`src/rtl/sockit_spi_stream_arb.sv`:
```
// -----------------------------------------------------------------------------
// sockit_spi_stream_arb
//
// Purpose:
//   Shares one SPI serializer stream pair (write stream sdw, read stream sdr)
//   between two requesters. Requester 0 is the register/CPU path and
//   requester 1 is the AXI4 DMA path. A requester books a transfer of L+1
//   words with a length code L. Once granted, that requester owns both
//   streams until L+1 words have been written and L+1 words read.
//
// Configuration macro:
//   SOCKIT_SPI_STREAM_ARB_RR_EN
//     defined   : round-robin arbitration. On simultaneous requests the
//                 requester that did not own the last transfer wins.
//     undefined : fixed priority. Requester 0 wins on simultaneous requests.
//
// Ports:
//   ACLK, ARESETn                 clock, asynchronous active-low reset
//   req_x, len_x, gnt_x           transfer booking: level request, length
//                                 code, one-cycle grant pulse (x = 0, 1)
//   sdw_vld_x/sdw_dat_x/sdw_rdy_x requester write streams (into the arbiter)
//   sdr_vld_x/sdr_dat_x/sdr_rdy_x requester read streams (out of the arbiter)
//   sdw_vld/sdw_dat/sdw_rdy       shared write stream towards the serializer
//   sdr_vld/sdr_dat/sdr_rdy       shared read stream from the serializer
//   busy                          a transfer is currently owned
//   owner                         index of the current or last owner
// -----------------------------------------------------------------------------
module sockit_spi_stream_arb #(
    parameter int DW = 32,
    parameter int LW = 8
) (
    input  logic          ACLK,
    input  logic          ARESETn,
    // requester 0
    input  logic          req_0,
    input  logic [LW-1:0] len_0,
    output logic          gnt_0,
    input  logic          sdw_vld_0,
    input  logic [DW-1:0] sdw_dat_0,
    output logic          sdw_rdy_0,
    output logic          sdr_vld_0,
    output logic [DW-1:0] sdr_dat_0,
    input  logic          sdr_rdy_0,
    // requester 1
    input  logic          req_1,
    input  logic [LW-1:0] len_1,
    output logic          gnt_1,
    input  logic          sdw_vld_1,
    input  logic [DW-1:0] sdw_dat_1,
    output logic          sdw_rdy_1,
    output logic          sdr_vld_1,
    output logic [DW-1:0] sdr_dat_1,
    input  logic          sdr_rdy_1,
    // shared streams
    output logic          sdw_vld,
    output logic [DW-1:0] sdw_dat,
    input  logic          sdw_rdy,
    input  logic          sdr_vld,
    input  logic [DW-1:0] sdr_dat,
    output logic          sdr_rdy,
    // status
    output logic          busy,
    output logic          owner
);

    typedef enum logic {
        IDLE = 1'b0,
        XFER = 1'b1
    } state_t;

    state_t        state_q, state_d;
    logic          owner_q, owner_d;
    logic          gnt_0_q, gnt_0_d;
    logic          gnt_1_q, gnt_1_d;
    logic [LW-1:0] wcnt_q,  wcnt_d;
    logic [LW-1:0] rcnt_q,  rcnt_d;
    logic          wdone_q, wdone_d;
    logic          rdone_q, rdone_d;

    logic          win;
    logic          w_hs;
    logic          r_hs;
    logic          w_fin;
    logic          r_fin;

    // -------------------------------------------------------------------------
    // Arbitration
    // -------------------------------------------------------------------------
`ifdef SOCKIT_SPI_STREAM_ARB_RR_EN
    // With both requesting, the one that was not the last owner wins;
    // otherwise the single requester wins.
    assign win = (req_0 && req_1) ? ~owner_q : req_1;
`else
    assign win = ~req_0;
`endif

    // -------------------------------------------------------------------------
    // Stream routing
    // -------------------------------------------------------------------------
    always_comb begin
        sdw_vld   = 1'b0;
        sdw_dat   = owner_q ? sdw_dat_1 : sdw_dat_0;
        sdw_rdy_0 = 1'b0;
        sdw_rdy_1 = 1'b0;
        sdr_vld_0 = 1'b0;
        sdr_vld_1 = 1'b0;
        sdr_dat_0 = sdr_dat;
        sdr_dat_1 = sdr_dat;
        sdr_rdy   = 1'b0;
        if (state_q == XFER) begin
            // A finished direction is closed on both sides so no extra beat
            // can slip through while the other direction is still running.
            if (owner_q) begin
                sdw_vld   = sdw_vld_1 & ~wdone_q;
                sdw_rdy_1 = sdw_rdy   & ~wdone_q;
                sdr_vld_1 = sdr_vld   & ~rdone_q;
                sdr_rdy   = sdr_rdy_1 & ~rdone_q;
            end else begin
                sdw_vld   = sdw_vld_0 & ~wdone_q;
                sdw_rdy_0 = sdw_rdy   & ~wdone_q;
                sdr_vld_0 = sdr_vld   & ~rdone_q;
                sdr_rdy   = sdr_rdy_0 & ~rdone_q;
            end
        end
    end

    // Outputs are already gated by state and done flags.
    assign w_hs  = sdw_vld & sdw_rdy;
    assign r_hs  = sdr_vld & sdr_rdy;
    assign w_fin = wdone_q | (w_hs && (wcnt_q == '0));
    assign r_fin = rdone_q | (r_hs && (rcnt_q == '0));

    // -------------------------------------------------------------------------
    // Next-state logic
    // -------------------------------------------------------------------------
    always_comb begin
        state_d = state_q;
        owner_d = owner_q;
        gnt_0_d = 1'b0;
        gnt_1_d = 1'b0;
        wcnt_d  = wcnt_q;
        rcnt_d  = rcnt_q;
        wdone_d = wdone_q;
        rdone_d = rdone_q;
        case (state_q)
            IDLE: begin
                if (req_0 || req_1) begin
                    state_d = XFER;
                    owner_d = win;
                    gnt_0_d = ~win;
                    gnt_1_d = win;
                    wcnt_d  = win ? len_1 : len_0;
                    rcnt_d  = win ? len_1 : len_0;
                    wdone_d = 1'b0;
                    rdone_d = 1'b0;
                end
            end
            XFER: begin
                // Counters stop at zero; the final beat raises the done flag.
                if (w_hs && (wcnt_q != '0)) begin
                    wcnt_d = wcnt_q - 1'b1;
                end
                if (r_hs && (rcnt_q != '0)) begin
                    rcnt_d = rcnt_q - 1'b1;
                end
                wdone_d = w_fin;
                rdone_d = r_fin;
                if (w_fin && r_fin) begin
                    state_d = IDLE;
                    wdone_d = 1'b0;
                    rdone_d = 1'b0;
                end
            end
            default: begin
                state_d = IDLE;
            end
        endcase
    end

    // -------------------------------------------------------------------------
    // State registers
    // -------------------------------------------------------------------------
    always_ff @(posedge ACLK or negedge ARESETn) begin
        if (!ARESETn) begin
            state_q <= IDLE;
            owner_q <= 1'b1;
            gnt_0_q <= 1'b0;
            gnt_1_q <= 1'b0;
            wcnt_q  <= '0;
            rcnt_q  <= '0;
            wdone_q <= 1'b0;
            rdone_q <= 1'b0;
        end else begin
            state_q <= state_d;
            owner_q <= owner_d;
            gnt_0_q <= gnt_0_d;
            gnt_1_q <= gnt_1_d;
            wcnt_q  <= wcnt_d;
            rcnt_q  <= rcnt_d;
            wdone_q <= wdone_d;
            rdone_q <= rdone_d;
        end
    end

    assign gnt_0 = gnt_0_q;
    assign gnt_1 = gnt_1_q;
    assign busy  = (state_q == XFER);
    assign owner = owner_q;

endmodule

```
`config.mk`:
```
export PLATFORM = sky130hd
export DESIGN_NAME = sockit_spi_stream_arb
export DESIGN_NICKNAME = d
export VERILOG_FILES = /design/src/rtl/sockit_spi_stream_arb.sv
export SDC_FILE = /design/constraint.sdc
export NUM_CORES = 1
export LEC_CHECK = 0
export ABC_AREA = 0
export BUFFER_PORTS_ARGS = -buffer_cell sky130_fd_sc_hd__buf_2
export CORE_AREA = 2 2 89 91
export CTS_CLUSTER_DIAMETER = 50
export DETAILED_ROUTE_END_ITERATION = 7
export DIE_AREA = 0 0 91 93
export PLACE_DENSITY_LB_ADDON = 0.12
export SYNTH_ARGS = -nofsm -noshare
export SYNTH_HDL_FRONTEND = slang
export SYNTH_SLANG_ARGS = --single-unit
export TNS_END_PERCENT = 1
```
`constraint.sdc`:
```
create_clock -name ACLK -period 3.6 [get_ports ACLK]
set_input_delay 0 -clock ACLK [delete_from_list [all_inputs] [get_ports ACLK]]
set_output_delay 0 -clock ACLK [all_outputs]
set_load 0.02 [all_outputs]
```
==> flow_metrics.py <==
metrics = {
    "outcome": {
        "status": "complete, no violations",
    },
    "logic_synthesis": {
        "yosys-top-cells-count": "64 x buf_4, 37 x mux2_2, 21 x dfrtp_1, 11 x a21oi_1, 11 x nor3_1",
        "ys_seq_area_share_pct": 22.73,
        "synthArstFlopShare_pct": 100.0,
        "synth_cell_types": 52,
        "ys_warn_count": 0,
        "synth.area.top_cells": "dfrtp_1 22%, buf_4 20%, mux2_2 17%, mux2i_1 2.9%, a21oi_1 2.3%",
        "ys.flop_type": "dfrtp_1",
        "yosysMostFrequentCell": "buf_4",
        "synth_edf_count": 0,
        "yosys.area.top_type": "dfrtp_1",
        "postSynthAreaPerCell_um2": 9.091,
        "yosysTopAreaCellShare_pct": 21.65,
        "ys_ff_latch": 22,
        "synthesis.nets": 393,
        "syn-cell-area_um2": 2427,
        "synthCells": 267,
    },
    "timing": {
        "tns_ns": 0,
        "setup_viol": 0,
        "relSlewSlack_pct": 57.45,
        "slew_violations": 0,
        "rsz0062_at_grt": "no",
        "fmax_mhz": 406.7,
        "period_share_pct": 68.31,
        "skew_ns": 0.005687,
        "worst_slew_pin_slew_ns": 0.6334,
        "fin_crit_ns": 2.459,
        "hold_violations": 0,
    },
    "global_routing": {
        "grt_pass1_vias": 2126,
        "top_usage_layer": "met2",
        "grt.met2_usage_pct": 26.91,
        "grt_first_pass_wirelength_mm": 11.82,
        "use_met3_pct": 5.963,
        "grtUsageMet1_pct": 24.48,
        "grt_max_degree": 32,
        "antenna_found_initial": 0,
        "grt_usage_pct": 17.74,
        "overflow": 0,
    },
    "setup_path": {
        "path_cells": "mux2i_1 > a211oi_2 > or2_1 > mux2_4",
        "slowest_delay_ns": 0.86,
        "critPathLaunchType": "flip-flop",
        "reg2reg_to": "rcnt_q[1]",
        "path_buf_inv": 0,
        "critPathKind": "flip-flop to flip-flop",
        "cpLargestDelayFamily": "flip-flops",
        "crit_slowest_cell": "dfstp_2",
        "crit_required_ns": 3.76,
        "critPathCaptureType": "flip-flop",
        "r2r_setup_slack_ns": 1.14,
        "r2r-start": "owner",
        "arrival_ns": 2.62,
        "rr_worst_depth": 4,
        "path_max_fanout": 23,
    },
    "cells_and_area": {
        "seqCellArea_um2": 551.8,
        "nets": 455,
        "antenna_cells": 0,
        "drive_above_1_share_pct": 56.10,
        "multi_input_comb_area_um2": 1297,
        "area_growth_pct": 13.81,
        "n_fill_cell": 830,
        "fin_cells": 430,
    },
    "min_path": {
        "worstHoldPathType": "input port to output port",
        "worstHoldPathCells": 0,
        "min_from": "sdr_dat[1]",
        "hold_end": "sdr_dat_1[1]",
    },
    "routing": {
        "num_vias": 2161,
        "dr.first_iter.drc_count": 62,
        "dr.pass1.iters": 4,
        "antenna_left": 0,
        "wire_per_inst_um": 18.07,
        "drc": 0,
        "detail_route.vias_per_cell": 5.026,
        "routed_wl_mm": 7.772,
    },
    "cts": {
        "clock_latency_ns": 0.27,
        "clock-root-buffer": "clkbuf_8",
        "cts_max_level": 1,
        "cts_buffers": 3,
        "cts-resized-gates": 0,
        "cts_tree": "built",
        "cts_sinks": 22,
        "clockBufferDepth": 2,
        "clk_pin_slew_ns": 0.09,
    },
    "job": {
        "cap_viol_max_count": 0,
    },
    "floorplan": {
        "ios": 228,
        "design.die.area_um2": 8463,
        "num_rows": 32,
        "core_um2": 7527,
        "fp.dieH_um": 93,
        "initial_core_util_pct": 32.25,
        "die_w_um": 91,
    },
    "power": {
        "leakage_nw": 1.347,
        "powerDensity_nw_per_um2": 359.7,
        "power_mw": 0.9937,
        "max-vdd-ir-drop_v": 0.0001631,
    },
    "placed_design": {
        "portBuffers": 131,
        "dpl.cell_count": 425,
        "post-dp-hpwl_mm": 6.362,
        "gp_congestion": 0.7823,
    },
}
## state kept, by name, indices dropped and copies added, names as in the netlist
| register | flops |
|---|---|
| busy | 1 |
| gnt_0 | 1 |
| gnt_1 | 1 |
| owner | 1 |
| rcnt_q | 8 |
| rdone_q | 1 |
| wcnt_q | 8 |
| wdone_q | 1 |
## how the worst max path moves through the flow
stage | depth (start not counted) | end | start
after detailed placement | 4 | rcnt_q[1] | owner
after global placement | 4 | rcnt_q[1] | owner
after floorplan | 6 | rcnt_q[1] | owner
after CTS | 4 | rcnt_q[1] | owner
after global routing | 4 | rcnt_q[1] | owner
final | 4 | rcnt_q[1] | owner
## per-stage QoR
| step | cell area [um^2] | hold slack [ns] | worst slack [ns] | util (%) |
|---|---|---|---|---|
| 6_report | 2763 | 0.00001143 | 1.141 | 36.70 |
| 5_1_grt | 2763 | 0.00005165 | 1.010 | 36.70 |
| 4_1_cts | 2763 | 0.0001996 | 1.170 | 36.70 |
| 3_5_place_dp | 2681 | 0.0001996 | 1.186 | 35.62 |
| 3_3_place_gp | 2681 | 0.0001996 | 1.237 | 35.62 |
| 2_1_floorplan | 2427 | -0.2956 | 1.673 | - |
## area by class of cell
type / instances / area share, %
multi-input cells: 159 / 46.97
repair buffers: 134 / 24.64
flip-flops and latches: 22 / 19.97
well taps: 102 / 4.620
clock buffers: 3 / 1.495
inverters: 9 / 1.223
clock inverters: 1 / 1.087
## cells by family (layout without fill, tap and decap cells)
| logic type | count (synthesis) | in the layout | share of synthesized area (%) |
|---|---|---|---|
| flip-flops | 22 | 22 | 22.73 |
| AO/OA/AOI/OAI | 48 | 48 | 14.85 |
| adder cells (fa/ha/maj) | 4 | 4 | 2.062 |
| AND/OR/NAND/NOR | 62 | 62 | 15.88 |
| buffers and inverters | 86 | 147 | 23.81 |
| multiplexers | 45 | 45 | 20.67 |
## power by group
| group | switching [mW] | internal [mW] |
|---|---|---|
| clock | 0.0902 | 0.149 |
| sequential | 0.0594 | 0.295 |
| combinational | 0.199 | 0.201 |
| total | 0.349 | 0.645 |
## per-layer routing
metal | up-vias | share of wire [%]
li1 | 1027 | -
met1 | 1017 | 47
met2 | 105 | 44
met3 | 12 | 9.0
met4 | 0 | 0.84
met5 | - | 0
## placed cells by master, fill, tap and decap left out, drive strengths merged, types with 2 or more instances in the layout
cell	netlist	routed
buf	72	133
mux2	38	38
dfrtp	21	21
nor3	11	11
a21oi	11	11
nor2	10	10
inv	9	9
mux2i	7	7
nand2	5	5
a211oi	5	5
nor2b	4	4
o211ai	4	4
o21ai	4	4
nand4	4	4
o211a	4	4
ha	4	4
nor4	4	4
and2	3	3
nand3b	3	3
o22ai	3	3
o32a	3	3
clkbuf	5	3
or2	3	3
and3b	2	2
a41oi	2	2
nor3b	2	2
o21bai	2	2
nand2b	2	2
a31oi	2	2
nand3	2	2
a221o	2	2
and3	2	2
## repair_timing
| action | CTS | global route |
|---|---|---|
| setup buffers | 0 | 0 |
| hold buffers | 1 | 0 |
| endpoints found under the hold margin | 21 | 0 |
Power figures use the tool's default switching activity.
